### src/rtl/alu_seq.sv
// alu_seq: handshaked ALU with single-cycle logic/arith/shift ops and iterative multiply/divide.
module alu_seq #(
  parameter int WIDTH = 64,
  parameter int SHW   = $clog2(WIDTH)
) (
  input  logic             clk,
  input  logic             rst,
  input  logic             in_valid,
  output logic             in_ready,
  input  logic [3:0]       op,
  input  logic [WIDTH-1:0] a,
  input  logic [WIDTH-1:0] b,
  input  logic             i_carry,
  output logic             out_valid,
  input  logic             out_ready,
  output logic [WIDTH-1:0] result,
  output logic             z,
  output logic             n,
  output logic             c,
  output logic             sn,
  output logic             busy
);
  typedef enum logic [1:0] {IDLE, CALC, DONE} state_t;
  state_t           state;
  logic [3:0]       op_r;
  logic [WIDTH-1:0] a_r, b_r, hi, lo;
  logic [SHW-1:0]   cnt;
  logic             accept;
  assign in_ready  = !rst && (state == IDLE || (state == DONE && out_ready));
  assign out_valid = state == DONE;
  assign busy      = state == CALC;
  assign accept    = in_valid && in_ready;
  logic [WIDTH:0]   add_w, shl_w, shr_w, sar_w;
  logic [SHW-1:0]   sh;
  logic [WIDTH-1:0] s_res;
  logic             s_z, s_n, s_c, s_sn;
  always_comb begin
    sh    = b[SHW-1:0];
    add_w = {1'b0, a} + {1'b0, b} + {{WIDTH{1'b0}}, op == 4'd1 && i_carry};
    shl_w = {1'b0, a} << sh;
    shr_w = {a, 1'b0} >> sh;
    sar_w = $signed({a, 1'b0}) >>> sh;
    s_res = '0;
    s_c   = 1'b0;
    case (op)
      4'd0, 4'd1: {s_c, s_res} = add_w;
      4'd2: begin
        s_res = a - b;
        s_c   = a < b;
      end
      4'd3: s_res = a & b;
      4'd4: s_res = a | b;
      4'd5: s_res = a ^ b;
      4'd6: {s_c, s_res} = shl_w;
      4'd7: {s_res, s_c} = shr_w;
      4'd8: {s_res, s_c} = sar_w;
      default: s_res = '0;
    endcase
    s_z  = s_res == '0;
    s_n  = s_res[WIDTH-1];
    s_sn = s_n;
    if (op == 4'd9) begin
      s_z  = a == b;
      s_n  = a < b;
      s_sn = $signed(a) < $signed(b);
      s_c  = a < b;
    end
  end
  // hi/lo hold accumulator:multiplier for MULU and remainder:quotient for DIVU/REMU
  logic [WIDTH:0]   m_sum, d_t, d_sub;
  logic             d_ge;
  logic [WIDTH-1:0] nxt_hi, nxt_lo, f_res;
  logic             f_c;
  always_comb begin
    m_sum  = {1'b0, hi} + (lo[0] ? {1'b0, a_r} : '0);
    d_t    = {hi, lo[WIDTH-1]};
    d_ge   = d_t >= {1'b0, b_r};
    d_sub  = d_t - {1'b0, b_r};
    nxt_hi = op_r == 4'd10 ? m_sum[WIDTH:1] : (d_ge ? d_sub[WIDTH-1:0] : d_t[WIDTH-1:0]);
    nxt_lo = op_r == 4'd10 ? {m_sum[0], lo[WIDTH-1:1]} : {lo[WIDTH-2:0], d_ge};
    f_res  = op_r == 4'd12 ? nxt_hi : nxt_lo;
    f_c    = op_r == 4'd10 ? |nxt_hi : b_r == '0;
  end
  always_ff @(posedge clk) begin
    if (rst) begin
      state  <= IDLE;
      result <= '0;
      z      <= 1'b0;
      n      <= 1'b0;
      c      <= 1'b0;
      sn     <= 1'b0;
      cnt    <= '0;
      op_r   <= '0;
      a_r    <= '0;
      b_r    <= '0;
      hi     <= '0;
      lo     <= '0;
    end else if (accept) begin
      op_r <= op;
      a_r  <= a;
      b_r  <= b;
      cnt  <= '0;
      hi   <= '0;
      lo   <= op == 4'd10 ? b : a;
      if (op inside {4'd10, 4'd11, 4'd12}) begin
        state <= CALC;
      end else begin
        state  <= DONE;
        result <= s_res;
        z      <= s_z;
        n      <= s_n;
        c      <= s_c;
        sn     <= s_sn;
      end
    end else if (state == CALC) begin
      hi  <= nxt_hi;
      lo  <= nxt_lo;
      cnt <= cnt + 1'b1;
      if (cnt == SHW'(WIDTH - 1)) begin
        state  <= DONE;
        result <= f_res;
        z      <= f_res == '0;
        n      <= f_res[WIDTH-1];
        sn     <= f_res[WIDTH-1];
        c      <= f_c;
      end
    end else if (state == DONE && out_ready) begin
      state <= IDLE;
    end
  end
endmodule

### config.mk
export PLATFORM = sky130hd
export DESIGN_NAME = alu_seq
export DESIGN_NICKNAME = d
export VERILOG_FILES = /design/src/rtl/alu_seq.sv
export SDC_FILE = /design/constraint.sdc
export NUM_CORES = 2
export LEC_CHECK = 0
export ABC_AREA = 1
export CORE_UTILIZATION = 48
export CTS_CLUSTER_DIAMETER = 60
export CTS_CLUSTER_SIZE = 8
export DETAILED_ROUTE_END_ITERATION = 7
export HOLD_SLACK_MARGIN = 0.08
export PLACE_DENSITY_LB_ADDON = 0.08
export SETUP_SLACK_MARGIN = 0.5
export SLEW_MARGIN = 25
export SYNTH_ARGS = -nofsm -noshare
export SYNTH_HDL_FRONTEND = slang
export SYNTH_SLANG_ARGS = --single-unit
### constraint.sdc
create_clock -name clk -period 4 [get_ports clk]
set_clock_uncertainty 0.2 [all_clocks]
set_input_delay 0.8 -clock clk [delete_from_list [all_inputs] [get_ports clk]]
set_output_delay 0.8 -clock clk [all_outputs]
set_load 0.1 [all_outputs]
==> results.cfg, run 1 <==
[status]
lastStage = 5_1_grt
status = stopped before the end
first-error = [ERROR GRT-0232] Routing congestion too high. Check the congestion heatmap in the GUI.

[sta]
worstEndpointType = register data pin
worstEndpointGrtRepair = c$_SDFFE_PP0P_/D

[die]
io_pins = 208
fp.dieW_um = 330
fp.dieH_um = 330
start_util_pct = 48.7
rows = 119

[yosys]
ys_async_sr_fraction_pct = 0
syn_nets = 10500
post_synth_num_cell_types = 55
avgSynthCellArea_sq_um = 5.14
synth_top_area_cell = nand2_1
synth_top_flop_cell = dfxtp_1
synth_area_leaders = nand2_1 (24%), nand3_1 (13%), dfxtp_1 (13%)
synth_area_sq_um = 51600
synth_most_common_cell = nand2_1
synth_cells = 10000
synth.yosys.seq_area_share_pct = 13.0
synth_common_cells = nand2_1 (3,335), inv_1 (1,525), nand3_1 (1,390)
yosysTopAreaCellShare_pct = 24.3
synth-edff-count = 0
ys.warnings.count = 0
ys_ff_latch = 336

[cts]
root_buffer = clkbuf_16
cts.sinks = 336
cts_max_level = 2
clockBufferDepth = 3
cts_hold_buf = 0
cts_buffers = 51

[grt]
grt_max_degree = 97
grt_remaining_overflow = 3
grt_usage_pct = 68.1

[placed_design]
gp_congestion = 1.35
dp.cells = 13600
place_hpwl_um = 289000
io_buffer_count = 207
[what timing repair did]
item	CTS
buffers inserted	38
gates cloned	0
resized for setup	586
pin swaps	91
endpoints found under the setup margin	79
[logic make-up after synthesis]
family	synth area share (%)
and+or+nand+nor	48.3
buffers and inverters	14.8
AOI/OAI and AO/OA	14.8
DFF	13.0
adders and majority gates	8.00
xor gates and xnor gates	0.781
muxes	0.213
[layer usage]
layer | overflow | track usage [%]
met5 | 0 | 7.57
met4 | 0 | 66.2
met3 | 0 | 46.1
met2 | 3 | 89.0
met1 | 0 | 70.4
[metrics by stage]
| step | setup WS [ns] | instance area, sq um | hold slack [ns] |
|---|---|---|---|
| after floorplan | 0.394 | 51800 | 0.228 |
| after global placement | -1.09 | 72300 | 0.239 |
| after detailed placement | -1.11 | 72300 | 0.245 |
| after CTS | 0.00680 | 76400 | 0.260 |
==> inputs of run 2 (changes only) <==
==> config.mk (replaced) <==
export PLATFORM = sky130hd
export DESIGN_NAME = alu_seq
export DESIGN_NICKNAME = d
export VERILOG_FILES = /design/src/rtl/alu_seq.sv
export SDC_FILE = /design/constraint.sdc
export NUM_CORES = 2
export LEC_CHECK = 0
export ABC_AREA = 1
export CORE_UTILIZATION = 33
export DETAILED_ROUTE_END_ITERATION = 7
export PLACE_DENSITY_LB_ADDON = 0.15
export SLEW_MARGIN = 25
export SYNTH_ARGS = -nofsm -noshare
export SYNTH_HDL_FRONTEND = slang
export SYNTH_SLANG_ARGS = --single-unit
==> constraint.sdc (replaced) <==
create_clock -name clk -period 5.2 [get_ports clk]
set_clock_uncertainty 0.2 [all_clocks]
set_input_delay 1.04 -clock clk [delete_from_list [all_inputs] [get_ports clk]]
set_output_delay 1.04 -clock clk [all_outputs]
set_load 0.1 [all_outputs]
==> results.cfg, run 2 <==
[status]
status = finished, violations left
violations = DRC

[die]
fp.dieW_um = 397
start_util_pct = 33.4
rows = 144
fp.dieH_um = 397
die-area_sq_um = 158000
coreArea_sq_um = 155000
io_pins = 208

[critical_path]
start_kind = input port
slowest_stage = clkdlybuf4s50_1
cpMostUsedCell = nand2_1
path_max_fanout = 2
crit_required_ns = 5.53
criticalPathCategory = input port to register
max_stage_delay_ns = 0.47
endpoint_kind = register
worst-r2r-setup-slack_ns = 0.17
worst_ep_arrival_time_ns = 5.40

[yosys]
synth_area_sq_um = 51600
synth_common_cells = nand2_1 (3,335), inv_1 (1,525), nand3_1 (1,390)
synth_most_common_cell = nand2_1
avgSynthCellArea_sq_um = 5.14
yosysTopAreaCellShare_pct = 24.3
ys_ff_latch = 336
yosys.area_share.adder_pct = 8.00
ys.warnings.count = 0
synth_compound_gate_area_share_pct = 14.8
muxShareOfSynthArea_pct = 0.213
ys_async_sr_fraction_pct = 0
synth_area_leaders = nand2_1 (24%), nand3_1 (13%), dfxtp_1 (13%)
synth.yosys.seq_area_share_pct = 13.0
synth_cells = 10000
syn_nets = 10500
synth_top_family_by_area = simple AND/OR/NAND/NOR gates
synth_top_area_cell = nand2_1
synth_top_flop_cell = dfxtp_1
synth-edff-count = 0
synth_xor_area_share_pct = 0.781
post_synth_num_cell_types = 55
synth-simple-area-share_pct = 48.3

[route]
wl_um = 404000
num_vias = 77700
wl_per_cell_um = 29.7
vias_per_cell = 5.71
drt_iter0_drc = 11600
drcViolationCount = 6
antenna_left = 0
firstDrtPassIters = 8

[cts]
root_buffer = clkbuf_16
clk_pin_slew_ns = 0.06
cts.sinks = 336
insertion_delay_ns = 0.67
tritoncts = yes
cts_max_level = 2
cts_buffers = 45
clockBufferDepth = 3

[grt]
antenna_found_initial = 33
grt_max_degree = 168
grt_remaining_overflow = 0
grt_pass1_wl_um = 546000
grt_usage_pct = 49.2
grt_pass1_vias = 71300

[cells_and_area]
drive_gt1_share_pct = 16.0
regArea_sq_um = 6730
final_cell_mix = nand2_1 (3,317), buf_4 (1,569), inv_1 (1,516)
nFillCells = 17100
design_area_sq_um = 69800
area_delta_synth_final_pct = 35.4
final_common_cell = nand2_1
multi_input_area_sq_um = 37400
final_nets = 12000

[pwr]
ir_drop_mv = 0.443
powerDensity_nw_per_um2 = 368
power_leakage_nw = 38.4

[placed_design]
pre_cts_slack_ns = -1.24
io_buffer_count = 207
gp_congestion = 1.14
post_dp_cell_area_sq_um = 68100
place_hpwl_um = 341000

[sta]
fin_crit_sh_pct = 97.4
tightest_slew_ns = 1.09
finalCriticalPeriod_ns = 5.06
max_freq_mhz = 198
setup_viol = 0
rsz0062_at_grt = no
maxSlewViolCount = 0
hold_viol = 0
max_slew_margin_pct = 26.9
final.setup.worst_slack_ns = 0.137

[job]
cap_viol_max_count = 0

[hold_path]
hp-class = register to register
==> run 2: cell counts after synthesis <==
No cell type changed its count.
==> run 2: cell type report <==
type                            count  share of cell area [%]
Multi-Input combinational cell   7721                    53.6
Clock inverter                     27                   0.401
Sequential cell                   336                    9.63
Clock buffer                       56                    1.80
Tap cell                         2044                    3.66
Timing Repair Buffer             1868                    22.6
Antenna cell                       20                  0.0717
Inverter                         1542                    8.31
==> run 2: cells by family (layout without fill, tap and decap cells) <==
kind of cell / after synthesis / after routing
fa+ha+maj: 327 / 327
compound gates: 1388 / 1388
flops: 336 / 336
xor+xnor: 46 / 46
other cells: 0 / 20
simple gates: 5949 / 5949
buf+inv: 1984 / 3493
mux: 11 / 11
==> run 2: path summary, 6_finish.rpt <==
check,from,to,depth (start not counted)
min,a_r[44],a_r[44],2
max,op[3],z,31
max reg2reg,b_r[4],z,26
min reg2reg,a_r[44],a_r[44],2
==> run 2: per-stage QoR <==
stage	TNS (ns)	util [%]	total power, mW	instances	hold slack [ns]
after floorplan	0	-	13.0	10000	0.228
after global placement	-22.15	44.0	21.3	13500	0.237
after detailed placement	-24.20	44.0	21.3	13500	0.245
after CTS	0	45.1	24.8	13600	0.261
after global routing	0	45.2	26.6	13600	0.285
final	0	45.2	25.7	13600	0.260
==> run 2: metal layers <==
layer | global-route usage (%) | vias up | wire length [um]
met5 | 0.938 | - | 186
met2 | 71.7 | 5361 | 162000
li1 | - | 35200 | -
met4 | 37.9 | 30 | 38600
met1 | 60.8 | 36000 | 154000
met3 | 14.0 | 1090 | 49300
==> run 2: timing repair <==
item                                    in CTS  in global routing
pin swaps                                    4                  9
hold buffers                                 0                  0
buffers inserted                             0                  2
resized for setup                            8                 36
endpoints found under the hold margin        0                  0
endpoints found under the setup margin       9                  4
==> run 2: where the power goes <==
part | leakage (nW) | switching, mW | internal [mW]
combinational | 34.9 | 13.2 | 5.70
sequential | 2.75 | 0.410 | 3.01
clock | 0.748 | 1.52 | 1.89
total | 38.4 | 15.1 | 10.6
==> run 2: worst max-delay path, delay by kind of cell <==
| family | cells | cell delay [ns] |
|---|---|---|
| AO/OA/AOI/OAI | 2 | 0.28 |
| adder cells (fa/ha/maj) | 2 | 0.67 |
| buffers and inverters | 7 | 1.28 |
| AND/OR/NAND/NOR | 20 | 2.12 |
(Power assumes the default switching activity.)
